<file path="src/rtl/i2c_fifo_block.sv">
// ---------------------------------------------------------------------------
// i2c_fifo_block
//
// Purpose: two first-word-fall-through synchronous FIFOs that sit in front of
// the I2C master. The transmit FIFO is filled by the register interface and
// drained by the master. The receive FIFO is filled by the master datapath
// and drained by the register interface. Each FIFO has an occupancy count and
// sticky overflow/underflow flags.
//
// Optional feature macro: I2C_FIFO_THRESHOLD_EN
//   When defined, the almost-full / almost-empty ports are added for both
//   FIFOs. They are computed from the registered count and the
//   ALMOST_FULL_LEVEL / ALMOST_EMPTY_LEVEL parameters.
//
// Ports (i2c_fifo_block):
//   i2c_core_clock_i      core clock, rising edge
//   reset_bit_i           synchronous active-high reset, highest priority
//   clear_trans_fifo_i    flush the transmit FIFO and its sticky flags
//   clear_rev_fifo_i      flush the receive FIFO and its sticky flags
//   clear_status_i        clear all four sticky flags (a same-cycle error wins)
//   cpu_wr_en_i/_data_i   push into the transmit FIFO
//   master_rd_en_i        pop from the transmit FIFO
//   trans_data_o          transmit head byte, 0 while empty
//   trans_fifo_*_o        transmit empty / full / count
//   master_wr_en_i/_data_i push into the receive FIFO
//   cpu_rd_en_i           pop from the receive FIFO
//   rev_data_o            receive head byte, 0 while empty
//   rev_fifo_*_o          receive empty / full / count
//   *_overflow_o/_underflow_o  sticky error flags
//   *_almost_full_o/_almost_empty_o  threshold flags (optional)
// ---------------------------------------------------------------------------

// One FWFT FIFO. Both FIFOs of the block use this structure.
module i2c_fifo_core #(
    parameter int DATA_WIDTH         = 8,
    parameter int DEPTH              = 16,
    parameter int ADDR_WIDTH         = 4,
    parameter int ALMOST_FULL_LEVEL  = 12,
    parameter int ALMOST_EMPTY_LEVEL = 4
) (
    input  logic                  clk,
    input  logic                  srst,
    input  logic                  i_flush,
    input  logic                  i_clear_status,
    input  logic                  i_wr_en,
    input  logic [DATA_WIDTH-1:0] i_wr_data,
    input  logic                  i_rd_en,
    output logic [DATA_WIDTH-1:0] o_rd_data,
    output logic                  o_empty,
    output logic                  o_full,
    output logic [ADDR_WIDTH:0]   o_count,
    output logic                  o_overflow,
    output logic                  o_underflow
`ifdef I2C_FIFO_THRESHOLD_EN
    ,
    output logic                  o_almost_full,
    output logic                  o_almost_empty
`endif
);

    localparam logic [ADDR_WIDTH:0] FULL_COUNT = (ADDR_WIDTH+1)'(DEPTH);

    // Elaboration-time sanity checks on the configuration.
    if (DEPTH < 2 || ADDR_WIDTH != $clog2(DEPTH) || (1 << ADDR_WIDTH) != DEPTH) begin : g_bad_depth
        $error("i2c_fifo_core: DEPTH must be a power of two >= 2 and ADDR_WIDTH = log2(DEPTH)");
    end
    if (ALMOST_FULL_LEVEL > DEPTH || ALMOST_EMPTY_LEVEL > DEPTH) begin : g_bad_level
        $error("i2c_fifo_core: threshold levels must not exceed DEPTH");
    end

    logic [DATA_WIDTH-1:0] r_mem [DEPTH];
    logic [ADDR_WIDTH-1:0] r_wr_ptr;
    logic [ADDR_WIDTH-1:0] r_rd_ptr;
    logic [ADDR_WIDTH:0]   r_count;
    logic                  r_overflow;
    logic                  r_underflow;

    logic w_empty;
    logic w_full;
    logic w_push_ok;
    logic w_pop_ok;

    // Status comes only from the registered count, so enables never reach
    // empty/full combinationally.
    assign w_empty   = (r_count == '0);
    assign w_full    = (r_count == FULL_COUNT);
    assign w_push_ok = i_wr_en && !w_full;
    assign w_pop_ok  = i_rd_en && !w_empty;

    // Storage is never reset; only the pointers define what is valid.
    always_ff @(posedge clk) begin
        if (!srst && !i_flush && w_push_ok) begin
            r_mem[r_wr_ptr] <= i_wr_data;
        end
    end

    always_ff @(posedge clk) begin
        if (srst || i_flush) begin
            r_wr_ptr    <= '0;
            r_rd_ptr    <= '0;
            r_count     <= '0;
            r_overflow  <= 1'b0;
            r_underflow <= 1'b0;
        end else begin
            if (w_push_ok) begin
                r_wr_ptr <= r_wr_ptr + 1'b1;
            end
            if (w_pop_ok) begin
                r_rd_ptr <= r_rd_ptr + 1'b1;
            end
            case ({w_push_ok, w_pop_ok})
                2'b10:   r_count <= r_count + 1'b1;
                2'b01:   r_count <= r_count - 1'b1;
                default: r_count <= r_count;
            endcase
            // A new error event outranks a same-cycle status clear.
            if (i_wr_en && w_full) begin
                r_overflow <= 1'b1;
            end else if (i_clear_status) begin
                r_overflow <= 1'b0;
            end
            if (i_rd_en && w_empty) begin
                r_underflow <= 1'b1;
            end else if (i_clear_status) begin
                r_underflow <= 1'b0;
            end
        end
    end

    // First-word-fall-through head; reads as zero whenever nothing is valid.
    assign o_rd_data   = w_empty ? '0 : r_mem[r_rd_ptr];
    assign o_empty     = w_empty;
    assign o_full      = w_full;
    assign o_count     = r_count;
    assign o_overflow  = r_overflow;
    assign o_underflow = r_underflow;

`ifdef I2C_FIFO_THRESHOLD_EN
    assign o_almost_full  = (r_count >= (ADDR_WIDTH+1)'(ALMOST_FULL_LEVEL));
    assign o_almost_empty = (r_count <= (ADDR_WIDTH+1)'(ALMOST_EMPTY_LEVEL));
`endif

endmodule

module i2c_fifo_block #(
    parameter int DATA_WIDTH         = 8,
    parameter int DEPTH              = 16,
    parameter int ADDR_WIDTH         = 4,
    parameter int ALMOST_FULL_LEVEL  = 12,
    parameter int ALMOST_EMPTY_LEVEL = 4
) (
    input  logic                  i2c_core_clock_i,
    input  logic                  reset_bit_i,
    input  logic                  clear_trans_fifo_i,
    input  logic                  clear_rev_fifo_i,
    input  logic                  clear_status_i,
    input  logic                  cpu_wr_en_i,
    input  logic [DATA_WIDTH-1:0] cpu_wr_data_i,
    input  logic                  master_rd_en_i,
    output logic [DATA_WIDTH-1:0] trans_data_o,
    output logic                  trans_fifo_empty_o,
    output logic                  trans_fifo_full_o,
    output logic [ADDR_WIDTH:0]   trans_count_o,
    input  logic                  master_wr_en_i,
    input  logic [DATA_WIDTH-1:0] master_wr_data_i,
    input  logic                  cpu_rd_en_i,
    output logic [DATA_WIDTH-1:0] rev_data_o,
    output logic                  rev_fifo_empty_o,
    output logic                  rev_fifo_full_o,
    output logic [ADDR_WIDTH:0]   rev_count_o,
    output logic                  trans_overflow_o,
    output logic                  trans_underflow_o,
    output logic                  rev_overflow_o,
    output logic                  rev_underflow_o
`ifdef I2C_FIFO_THRESHOLD_EN
    ,
    output logic                  trans_almost_full_o,
    output logic                  trans_almost_empty_o,
    output logic                  rev_almost_full_o,
    output logic                  rev_almost_empty_o
`endif
);

    i2c_fifo_core #(
        .DATA_WIDTH         (DATA_WIDTH),
        .DEPTH              (DEPTH),
        .ADDR_WIDTH         (ADDR_WIDTH),
        .ALMOST_FULL_LEVEL  (ALMOST_FULL_LEVEL),
        .ALMOST_EMPTY_LEVEL (ALMOST_EMPTY_LEVEL)
    ) u_trans_fifo (
        .clk            (i2c_core_clock_i),
        .srst           (reset_bit_i),
        .i_flush        (clear_trans_fifo_i),
        .i_clear_status (clear_status_i),
        .i_wr_en        (cpu_wr_en_i),
        .i_wr_data      (cpu_wr_data_i),
        .i_rd_en        (master_rd_en_i),
        .o_rd_data      (trans_data_o),
        .o_empty        (trans_fifo_empty_o),
        .o_full         (trans_fifo_full_o),
        .o_count        (trans_count_o),
        .o_overflow     (trans_overflow_o),
        .o_underflow    (trans_underflow_o)
`ifdef I2C_FIFO_THRESHOLD_EN
        ,
        .o_almost_full  (trans_almost_full_o),
        .o_almost_empty (trans_almost_empty_o)
`endif
    );

    i2c_fifo_core #(
        .DATA_WIDTH         (DATA_WIDTH),
        .DEPTH              (DEPTH),
        .ADDR_WIDTH         (ADDR_WIDTH),
        .ALMOST_FULL_LEVEL  (ALMOST_FULL_LEVEL),
        .ALMOST_EMPTY_LEVEL (ALMOST_EMPTY_LEVEL)
    ) u_rev_fifo (
        .clk            (i2c_core_clock_i),
        .srst           (reset_bit_i),
        .i_flush        (clear_rev_fifo_i),
        .i_clear_status (clear_status_i),
        .i_wr_en        (master_wr_en_i),
        .i_wr_data      (master_wr_data_i),
        .i_rd_en        (cpu_rd_en_i),
        .o_rd_data      (rev_data_o),
        .o_empty        (rev_fifo_empty_o),
        .o_full         (rev_fifo_full_o),
        .o_count        (rev_count_o),
        .o_overflow     (rev_overflow_o),
        .o_underflow    (rev_underflow_o)
`ifdef I2C_FIFO_THRESHOLD_EN
        ,
        .o_almost_full  (rev_almost_full_o),
        .o_almost_empty (rev_almost_empty_o)
`endif
    );

endmodule

</file>
<file path="config.mk">
export PLATFORM = sky130hd
export DESIGN_NAME = i2c_fifo_block
export DESIGN_NICKNAME = d
export VERILOG_FILES = /design/src/rtl/i2c_fifo_block.sv
export SDC_FILE = /design/constraint.sdc
export NUM_CORES = 1
export LEC_CHECK = 0
export BUFFER_PORTS_ARGS = -buffer_cell sky130_fd_sc_hd__clkbuf_2
export CAP_MARGIN = 25
export CORE_UTILIZATION = 55
export DETAILED_ROUTE_END_ITERATION = 10
export PLACE_DENSITY = 0.76
export SETUP_SLACK_MARGIN = 0.3
export SYNTH_ARGS = -nofsm -noshare
export SYNTH_HDL_FRONTEND = slang
export SYNTH_HIERARCHICAL = 1
export SYNTH_SLANG_ARGS = --single-unit
</file>
<file path="constraint.sdc">
create_clock -name i2c_core_clock_i -period 3.2 [get_ports i2c_core_clock_i]
set_clock_uncertainty 0.2 [all_clocks]
set_input_delay 0.96 -clock i2c_core_clock_i [delete_from_list [all_inputs] [get_ports i2c_core_clock_i]]
set_output_delay 0.96 -clock i2c_core_clock_i [all_outputs]
set_load 0.05 [all_outputs]
</file>
; Yosys cells after proc, flatten, opt, wreduce, memory -nomap -nowiden
; Memory sizes are Yosys's and may differ from the RTL's. A register that Yosys moved wholly into a read port is not among the register bits.
; Index checks and enable logic that the tools add are counted.
[classes]
add_sub_neg = 8
n_eq_ne = 6
muxes = 17
reduce_logical = 29
[ops]
columns = op, count
row1 = $pmux W5 S2, 2
row2 = $add A4 B1 Y4 const B, 4
row3 = $mux W4, 4
row4 = $mux W8, 2
row5 = $logic_and A1 B1 Y1, 12
row6 = $reduce_bool A2 Y1, 6
row7 = $add A5 B1 Y5 const B, 2
row8 = $eq A5 B5 Y1 const B, 2
row9 = $logic_not A5 Y1, 2
row10 = $sub A5 B1 Y5 const B, 2
row11 = $mux W1, 9
row12 = $logic_not A1 Y1, 7
row13 = $eq A2 B1 Y1 const B, 2
row14 = $eq A2 B2 Y1 const B, 2
row15 = $logic_or A1 B1 Y1, 2
[word_totals]
ff_bits = 30
ramBits = 256
inputBits = 25
out_inout_bits = 34
wordCells = 72
memories = 2
[memory_table]
columns = name, depth, width, read_ports, rd_ports_with_merged_regs, write_ports, line_no
row1 = u_rev_fifo.r_mem, 16, 8, 1, 1, 1, 71  ; logic [DATA_WIDTH-1:0] r_mem [DEPTH];
row2 = u_trans_fifo.r_mem, 16, 8, 1, 1, 1, 71

; Logic depth before layout (Yosys ltp)
; Gate-level depths: netlist of run 1.
[logic_depth]
ltp_word = 6
depth_mapped = 13
depth_no_buf = 10

; Modules after synthesis
; Netlist of run 1, hierarchy kept.
[modules_own_cells]
columns = mod, n_inst, cells_each, area_per_inst_um2, seq_area_each_um2
row1 = i2c_fifo_core, 2, 340, 6008.3, 4224.1

; Worst setup path before layout of run 1
; No wires, ideal clock.
[synth_path]
path_kind = reg-to-output
startpoint = register u_rev_fifo.r_count[2] (netlist: u_rev_fifo/o_count[2])
endpoint = output port rev_data_o[0]
arrival_time_ns = 2.414
required_ns = 2.040
path_slack_ns = -0.374
stages_incl_launch_ff = 5
n_path_buf = 1
path_cell_list = dfxtp_1 or4_4 buf_6 nor2_4 a211oi_1
[synth_between]
elab_chain_len = 2
[synth_rtl]
columns = item, line_no
row1 = from (decl), 74  ; logic [ADDR_WIDTH:0] r_count;
row2 = from (signal assigned), 112  ; 2'b10: r_count <= r_count + 1'b1;
row3 = from (signal assigned), 113  ; 2'b01: r_count <= r_count - 1'b1;
row4 = from (signal assigned), 114  ; default: r_count <= r_count;
row5 = $logic_not A5 Y1, 85  ; assign w_empty = (r_count == '0);
row6 = via rev_fifo_empty_o, 168  ; output logic rev_fifo_empty_o,
row7 = $mux W8, 131  ; assign o_rd_data = w_empty ? '0 : r_mem[r_rd_ptr];
row8 = to (decl), 167  ; output logic [DATA_WIDTH-1:0] rev_data_o,
; The timed path passes the listed nets, and every way through them passes these cells.

==> results of run 1 <==
[cell usage in the layout (no fill, tap or decap), types with 8 or more instances in the layout]
master | Yosys | layout
a211oi_2 | 0 | 30
buf_12 | 0 | 10
buf_4 | 4 | 58
buf_6 | 6 | 11
clkbuf_16 | 0 | 32
clkbuf_2 | 0 | 38
clkbuf_8 | 0 | 16
dfxtp_1 | 38 | 28
dfxtp_4 | 0 | 8
edfxtp_1 | 256 | 256
ha_1 | 16 | 10
inv_1 | 18 | 13
mux2i_1 | 24 | 15
mux2i_2 | 0 | 8
mux4_2 | 64 | 64
nand2_1 | 18 | 18
nor2_1 | 70 | 68
nor2b_1 | 16 | 9
o211ai_1 | 10 | 10
xor2_1 | 12 | 10
[routing by layer]
metal	vias to the layer above	wire, um	track usage (%)
met5	-	0	0
met4	0	694	7.63
met3	56	1560	3.02
met2	269	12800	38.4
met1	3377	10300	32.1
li1	2945	-	-
[power breakdown]
group | internal, uW | total, uW | switching [uW]
logic | 226 | 549 | 323
registers | 4170 | 4190 | 13.6
clock network | 1920 | 3280 | 1360
total | 6320 | 8020 | 1690
[sequential cells by signal, indices dropped and copies added, names as in the netlist, named ones only]
register	count
u_rev_fifo/o_overflow	1
u_rev_fifo/r_mem	128
u_trans_fifo/r_mem	128
u_rev_fifo/o_count	5
u_rev_fifo/r_rd_ptr	4
u_rev_fifo/o_underflow	1
u_trans_fifo/o_underflow	1
u_trans_fifo/r_rd_ptr	4
u_rev_fifo/r_wr_ptr	4
u_trans_fifo/o_count	5
u_trans_fifo/r_wr_ptr	4
u_trans_fifo/o_overflow	1
[cell type report]
cell class,instances,area (sq um)
clock buffer,40,807
clock inverter,12,128
fill,1263,6360
inverter,18,67.6
multi-input combinational,330,3660
sequential,294,8480
tap,275,344
timing repair buffer,141,1370
[what timing repair did]
action	in CTS	in global routing
hold buffers	0	0
gates cloned	3	1
buffers inserted	19	8
pin swaps	18	20
gates resized for setup	93	40
setup endpoints to repair	24	24
[stage by stage]
step	cell area, sq um	std cells	util [%]	setup TNS (ns)
after floorplan	12200	680	-	0
after global routing	14900	1110	70.0	-4.13
after CTS	14600	1101	68.9	-3.74
after detailed placement	13000	1027	61.4	0
final	14900	1110	70.0	-3.33
after global placement	13000	1027	61.4	0
[worst max-delay path, stage by stage (launching register included)]
cell and delay [ns]:
dfxtp_4 0.42, buf_12 0.14, mux4_2 0.53, nor2b_4 0.15, a211oi_2 0.22, a211oi_2 0.08
clkbuf_8 0.23
[kinds of logic (layout without fill, tap and decap cells)]
kind of cell	count (synthesis)	in the layout	synth area share (%)
AO/OA/AOI/OAI	72	72	4.87
AND/OR/NAND/NOR	140	140	5.77
XOR/XNOR	14	14	1.02
buffers and inverters	56	211	2.37
adder cells (fa/ha/maj)	16	16	1.67
flip-flops	294	294	70.3
multiplexers	88	88	14.0
[final timing paths]
check | to | slack [ns]
worst max-delay path | rev_data_o[7] | -0.26
worst min-delay path | u_rev_fifo/r_rd_ptr[3] | 0.31
worst max register to register | u_rev_fifo/o_count[4] | 0.31
worst min register to register | u_rev_fifo/r_rd_ptr[3] | 0.31
==> results.md, run 1 <==
- Max-Slew Margin vs Limit: 44.6%
- Initial antenna violation count: 0
- Hold slack: between 0.3 and 0.4 ns
- Post-layout worst setup margin: -0.259 ns
- H-tree level count: 1
- Largest vdd supply drop: 371 uV
- Largest net degree at the start of global routing: 25
- RePlAce Congestion: between 0.8 and 0.9
- Final setup fails: 16
- Critical Path Start Type: flip-flop
- Post-synth top cells: edfxtp_1 (256), nor2_1 (70), mux4_2 (64)
- First-pass iteration count of the detailed router: 5
- Max Root-Sink Buffers: 3
- Seq/Total Area, Yosys: 70.3%
- DRC Markers: 0
- Syn Nets: 721
- CTS tree: built
- Initial Utilization: between 50 and 60%
- Area of the mapped netlist: between 10,000 and 15,000 sq um
- Final HPWL DP: 15.5 mm
- Synthesized area per cell: around 18 sq um
- Area grow syn2layout: 23.7%
- Status: finished, violations left
- CTS root buf: clkbuf_16
- Fin nets: 854
- Die extent in x: 150 um
- Diode count: 0
- Measured slew at the worst slew-check pin: 0.831 ns
- RSZ-0062 raised after global routing: true
- Endpoint class of the critical path: output port
- Vias per inst: 5.99
- Total Power: about 8000 uW
- Worst Setup Slack post-DPL: 0.0318 ns
- Core footprint: 21,200 sq um
- Failing checks: setup timing
- Highest clock rate: 289 MHz
- GRT overflow: 0
- First-pass GRT wire length: 38.4 mm
- Leading area contributor after synthesis: edfxtp_1
- Pwr Density: around 540 nW/um^2
- Crit Path Max Fanout: 5
- #FFs+latches synth: 294
- Worst EP arrival: 2.30 ns
- Post-synth EDFFs: 256
- Synth top area cells: edfxtp_1 (64%), mux4_2 (12%), dfxtp_1 (6.3%), nor2_1 (2.2%), a211oi_1 (2.1%)
- Main synth FF type: edfxtp_1
- Final cycle utilization of the critical path: 108%
- Required @ worst endpoint: 2.04 ns
- Slew Viols, Final: 0
- Final hold violation count: 0
- Lkg Pwr: 0.00496 uW
- Synth top area share: a little under two thirds
- CTS Buf Count: 28
- Synth Instances: 680
- R2R depth: 12
- Hold depth: 2
- DR WL/cell: roughly 23 um
- Final ANT Viol Nets: 0
- Vias in the first global route: 6,814
- Die height: 150 um
- Synth async-reset ratio: 0%
- Die area: 22,400 sq um
- HP Class: flip-flop to flip-flop
- Final min period: 3.46 ns
- Max-Cap Viols: 0
- Reg2reg start: u_rev_fifo/o_count[0]
- Fraction of layout cells with a size suffix above 1: 40.6%
- Clock sinks: a little under 300
- Most frequent cell after synthesis: edfxtp_1
- Vias: 6,647
- Number of port buffers: 58
- Post-Route WL: about 25 mm
- Critical setup path kind: flip-flop to output port
- Io pins: 59
- Worst-Skew Late Latency: 0.53 ns
- Synth Warn #: 6
- FP Rows: 53
- Yosys cell types: 40
- DRT iter0 DRCs: between 600 and 700
- Hold Crit Start: u_rev_fifo/r_rd_ptr[3]
- GRT Overall Usage: 23.2%
- Worst-path clk slew: roughly 0.060 ns
Power figures use the tool's default switching activity.
==> run 2, diff against run 1 <==
--- a/config.mk
+++ b/config.mk
@@ -9,7 +9,7 @@
 export CAP_MARGIN = 25
 export CORE_UTILIZATION = 55
 export DETAILED_ROUTE_END_ITERATION = 10
-export PLACE_DENSITY = 0.76
+export PLACE_DENSITY = 0.78
 export SETUP_SLACK_MARGIN = 0.3
 export SYNTH_ARGS = -nofsm -noshare
 export SYNTH_HDL_FRONTEND = slang
==> run 2 against run 1 <==
Against the previous run: the flow still finishes with violations (setup timing); sequential power about the same; via count increased by 0.83%; routed wire length rose by 5.3%; fmax is essentially flat; combinational power fell by 2%; utilization increased by 0.38 points; flip-flop and latch count unchanged; clock power is 10% higher; non-clock buffer count is 8 lower; sequential share of layout area is 0.33 points lower.
==> results.md, run 2 (synthesized netlist as in run 1, its figures left out) <==
- Largest net degree at the start of global routing: 22
- Initial Utilization: about 57%
- Highest clock rate: 289 MHz
- Vias per inst: roughly 6
- RSZ-0062 raised after global routing: true
- Post-route setup TNS: -3.05 ns
- Core footprint: 21,200 sq um
- FF-to-FF setup slack: 0.31 ns
- Die extent in x: 150 um
- Critical setup path kind: flip-flop to output port
- Worst Setup EP: rev_data_o[0]
- Fin nets: 847
- Final HPWL DP: around 15 mm
- Post-layout worst setup margin: -0.257 ns
- Worst-Skew Late Latency: 0.53 ns
- Fraction of layout cells with a size suffix above 1: approximately 40%
- Required @ worst endpoint: 2.04 ns
- Final ANT Viol Nets: 0
- Worst-path clk slew: roughly 0.06 ns
- Crit Path Max Fanout: 4
- RePlAce Congestion: a little over 0.8
- DP Cell Count: between 1k and 1.5k
- HP Class: flip-flop to flip-flop
- DR WL/cell: 24.2 um
- First-pass iteration count of the detailed router: 5
- First-pass GRT wire length: 40.0 mm
- GRT Overall Usage: 24.3%
- Io pins: 59
- Clock sinks: 294
- H-tree level count: 1
- Final instance area: 14,900 sq um
- Failing checks: setup timing
- Die area: approximately 22,000 sq um
- DRC Markers: 0
- Max Root-Sink Buffers: 3
- Final setup fails: 16
- Area grow syn2layout: 24.3%
- Hold Buf Count CTS: 0
- Post-Route WL: about 27 mm
- Final cycle utilization of the critical path: 108%
- Largest vdd supply drop: 495 uV
- Number of port buffers: 58
- Endpoint class of the critical path: output port
- Vias in the first global route: 7,044
- GRT overflow: 0
- Critical Path Start Type: flip-flop
- FP Rows: 53
- CTS Buf Count: 29
- R2R depth: 10
- Hold slack: 0.315 ns
- CTS tree: built
- Status: finished, violations left
- Reg2reg start: u_trans_fifo/o_count[1]
- Commonest cells after routing, fill and taps aside: edfxtp_1 (256), nor2_1 (68), mux4_2 (64), buf_4 (53), clkbuf_2 (38)
- Slew Viols, Final: 0
- Initial antenna violation count: 0
- Diode count: 0
- Die height: 150 um
- RR Endpoint: u_trans_fifo/o_count[4]
- Area post-placement: approximately 13,000 sq um
- CTS root buf: clkbuf_16
- Final hold violation count: 0
- Lkg Pwr: 0.00501 uW
- DRT iter0 DRCs: 493
- Max-Cap Viols: 0
- Measured slew at the worst slew-check pin: ~0.86 ns
- Final min period: 3.46 ns
- Pwr Density: 558 nW/um^2
- Commonest non-fill, non-tap cell in the layout: edfxtp_1
- Vias: 6,702
- Fin cells: between 1k and 1.5k
- Max-Slew Margin vs Limit: 42.7%
- Worst EP arrival: 2.30 ns
- Total Power: 8340 uW
- Biggest regs: u_rev_fifo/r_mem (128), u_trans_fifo/r_mem (128)
run 2: final cells by class:
class                           count  area (sq um)
Timing Repair Buffer              133          1340
Clock inverter                     19           273
Clock buffer                       33           741
Inverter                           18          70.1
Tap cell                          275           344
Sequential cell                   294          8480
Fill cell                        1248          6280
Multi-Input combinational cell    330          3700
run 2: worst min-delay path by stage:
stage / from / slack [ns] / end / cells after the start
finish: u_rev_fifo/o_overflow / 0.32 / u_rev_fifo/o_overflow / 2
global route: u_trans_fifo/r_rd_ptr[3] / 0.35 / flip-flop / 2
CTS: u_trans_fifo/r_rd_ptr[3] / 0.31 / flip-flop / 2
detailed placement: u_trans_fifo/r_rd_ptr[3] / 0.29 / flip-flop / 2
global placement: u_trans_fifo/r_rd_ptr[3] / 0.28 / u_trans_fifo/r_rd_ptr[3] / 2
floorplan: u_rev_fifo/r_rd_ptr[3] / 0.27 / flip-flop / 2
run 2: per-layer routing:
metal  wire, um  global-route usage [%]  vias to the layer above
li1           -                       -                     2932
met1      10500                    31.8                     3457
met2      14000                    42.2                      253
met3       1420                    3.35                       60
met4        774                    7.73                        0
met5          0                       0                        -
run 2: through the flow:
stage          utilization [%]  setup slack, ns
6_report                  70.4           -0.257
5_1_grt                   70.4           -0.289
4_1_cts                   70.0           -0.222
3_5_place_dp              61.3           0.0515
3_3_place_gp              61.3           0.0943
2_1_floorplan                -            0.151
run 2: repair_timing:
| item | in CTS | in global routing |
|---|---|---|
| cloned | 6 | 0 |
| pin swaps | 36 | 12 |
| setup endpoints to repair | 24 | 24 |
| buffers inserted | 17 | 2 |
| gates resized for setup | 115 | 20 |
run 2: power by group:
| part | total, uW | leakage (uW) | switching (uW) | internal, uW |
|---|---|---|---|---|
| combinational | 536 | 0.00189 | 319 | 217 |
| clock | 3610 | 0.000499 | 1390 | 2220 |
| sequential | 4190 | 0.00262 | 17.2 | 4180 |
| total | 8340 | 0.00501 | 1730 | 6610 |
run 2: worst max-delay path: stages, from the launching register on:
cell and delay, ns:
dfxtp_4 0.42, buf_6 0.13, mux4_2 0.50, nor2b_4 0.14
a211oi_2 0.26, a211oi_2 0.08, clkbuf_8 0.23
==> run 3, diff against run 2 <==
--- a/config.mk
+++ b/config.mk
@@ -13,5 +13,4 @@
 export SETUP_SLACK_MARGIN = 0.3
 export SYNTH_ARGS = -nofsm -noshare
 export SYNTH_HDL_FRONTEND = slang
-export SYNTH_HIERARCHICAL = 1
 export SYNTH_SLANG_ARGS = --single-unit
==> run 3 against run 2 <==
Against the previous run: the flow still finishes with violations (setup timing); register-to-register slack improved by 0.10 ns; synthesized area fell by 1.2%; critical path depth fell by 1; synthesized cell count fell by 4.0%; routed wire length down 4.4%; final area is 1.7% lower; critical endpoint is now rev_data_o[4].
==> results.md, run 3 <==
- Met2 usage: between 30% and 40%
- Post-synth EDFFs: 256
- Compound-cell area share of the yosys netlist: about 2.8%
- Clock sinks: 294
- Lkg Pwr: 0.00485 uW
- Commonest cells after routing, fill and taps aside: edfxtp_1 (256), nor2_1 (69), mux4_2 (64), buf_4 (47), clkbuf_2 (38)
- Final ANT Viol Nets: 0
- Most frequent cell after synthesis: edfxtp_1
- Total Power: 8240 uW
- Final min period: 3.45 ns
- Post-layout worst setup margin: -0.252 ns
- Endpoint class of the critical path: output port
- Post-route setup TNS: -3.34 ns
- Critical Path Start Type: flip-flop
- Fin cells: 1,074
- Io pins: 59
- Commonest non-fill, non-tap cell in the layout: edfxtp_1
- HP Class: flip-flop to flip-flop
- GRT overflow: 0
- Synth top area share: 64.7%
- Die height: 149 um
- DP Cell Count: 1,002
- Synth Warn #: 0
- RePlAce Congestion: 0.859
- Post-Route WL: about 25 mm
- #FFs+latches synth: ~300
- Synth Area in Adders: 1.69%
- Final hold violation count: 0
- Failing checks: setup timing
- Max-Cap Viols: 0
- Worst EP arrival: 2.29 ns
- Final cycle utilization of the critical path: 108%
- H-tree level count: 1
- Synth Instances: 653
- DR WL/cell: 23.7 um
- Number of port buffers: 58
- Fillcell total: 1,263
- Multi-input logic area: roughly 3600 sq um
- Final HPWL DP: ~15 mm
- Largest family of logic cells by synthesized area: multiplexers
- GR peak layer: met2
- Syn Nets: roughly 690
- Largest vdd supply drop: about 470 uV
- GRT Overall Usage: 23.3%
- Synth async-reset ratio: 0%
- Largest net degree at the start of global routing: 33
- Synth top area cells: edfxtp_1 (65%), mux4_2 (12%), dfxtp_1 (6.4%), mux2i_1 (3.1%), nor2_1 (2.2%)
- Vias in the first global route: 6,662
- Sequential cell area: 8470 sq um
- Yosys cell types: 52
- Initial Utilization: 56.3%
- Area of the mapped netlist: 11,900 sq um
- Crit Path Max Fanout: 10
- Routing usage on met1: 31.5%
- Die extent in x: 149 um
- Die area: 22,200 sq um
- DRT iter0 DRCs: around 480
- CTS root buf: clkbuf_16
- Worst-path clk slew: around 0.060 ns
- DRC Markers: 0
- Max-Slew Margin vs Limit: 61.9%
- Vias per inst: roughly 6.1
- Synthesized area per cell: 18.2 sq um
- Main synth FF type: edfxtp_1
- Pwr Density: 561 nW/um^2
- Core footprint: 21,100 sq um
- Fraction of layout cells with a size suffix above 1: 38.2%
- Biggest regs: u_rev_fifo.r_mem (128), u_trans_fifo.r_mem (128)
- Highest clock rate: 290 MHz
- Xor-xnor portion of the synthesized cell area: under 10%
- CTS Buf Count: 30
- Post-synth top cells: edfxtp_1 (256), nor2_1 (69), mux4_2 (64)
- Mux contribution to synthesized area: 15.4%
- Final setup fails: 16
- First-pass GRT wire length: 38.1 mm
- Area grow syn2layout: 23.7%
- Vias: 6,509
- Final core utilization: between 60% and 70%
- Max Root-Sink Buffers: 3
- Leading area contributor after synthesis: edfxtp_1
- FP Rows: 53
- Critical setup path kind: flip-flop to output port
- Required @ worst endpoint: 2.04 ns
- Measured slew at the worst slew-check pin: ~0.57 ns
- Slew Viols, Final: 0
- Seq/Total Area, Yosys: 71.1%
- RSZ-0062 raised after global routing: true
- Status: finished, violations left
- Fin nets: 817
- Initial antenna violation count: 0
- CTS tree: built
- Hold slack: 0.333 ns
- First-pass iteration count of the detailed router: 5
- Met3 usage: 3.94%
- Worst-Skew Late Latency: roughly 0.55 ns
- Synth Area in Simple Gates: 5.57%
- Diode count: 0
## run 3: changes by cell type after synthesis, moves of 9 or more
cell	delta
a211oi_1	-33
clkbuf_1	-9
mux2i_1	+13
nor2b_1	-14
o211ai_1	-10
o22ai_1	+18
## run 3: repair_timing
| action | CTS | global route |
|---|---|---|
| pin swaps | 6 | 8 |
| hold buffers | 0 | 0 |
| setup endpoints to repair | 20 | 22 |
| cloned | 5 | 2 |
| gates resized for setup | 85 | 25 |
| buffers inserted | 6 | 4 |
## run 3: through the flow
stage	instance area, sq um	setup slack [ns]
finish	14700	-0.252
detailed placement	13000	0.0682
global placement	13000	0.250
floorplan	12000	0.0229
global route	14700	-0.325
CTS	14500	-0.244
## run 3: critical path: stages (launching register included)
cell,delay (ns)
dfxtp_4,0.42
buf_8,0.19
mux4_2,0.54
mux2i_2,0.25
o22ai_2,0.16
buf_12,0.18
## run 3: worst paths after layout
kind | start | endpoint | slack, ns | depth (start not counted)
min reg2reg | u_rev_fifo.r_rd_ptr[3] | flip-flop | 0.33 | 2
max reg2reg | u_rev_fifo.o_count[2] | u_rev_fifo.o_count[4] | 0.41 | 11
min | u_rev_fifo.r_rd_ptr[3] | flip-flop | 0.33 | 2
max | flip-flop | rev_data_o[4] | -0.25 | 5
## run 3: logic make-up (layout without fill, tap and decap cells)
| logic type | after synthesis | count (layout) |
|---|---|---|
| AOI/OAI and AO/OA | 45 | 45 |
| xor gates and xnor gates | 18 | 18 |
| adders and majority gates | 16 | 16 |
| buffers and inverters | 44 | 190 |
| DFF | 294 | 294 |
| muxes | 102 | 102 |
| and+or+nand+nor | 134 | 134 |
## run 3: power by group
part	total (uW)	leakage, uW	internal (uW)	switching (uW)
registers	4200	0.00262	4180	20.6
logic	600	0.00176	253	347
clock network	3440	0.000475	2050	1390
## run 3: final cells by class
class / instances / share of cell area (%)
Tap cell: 275 / 2.34
Multi-Input combinational cell: 315 / 24.4
Clock inverter: 15 / 1.01
Sequential cell: 294 / 57.7
Inverter: 13 / 0.332
Clock buffer: 40 / 5.65
Timing Repair Buffer: 122 / 8.52
## run 3: routing by layer
layer	share of wire, %	vias to the layer above
li1	-	2833
met1	41	3361
met2	51	280
met3	6.4	35
met4	1.9	0
met5	0	-
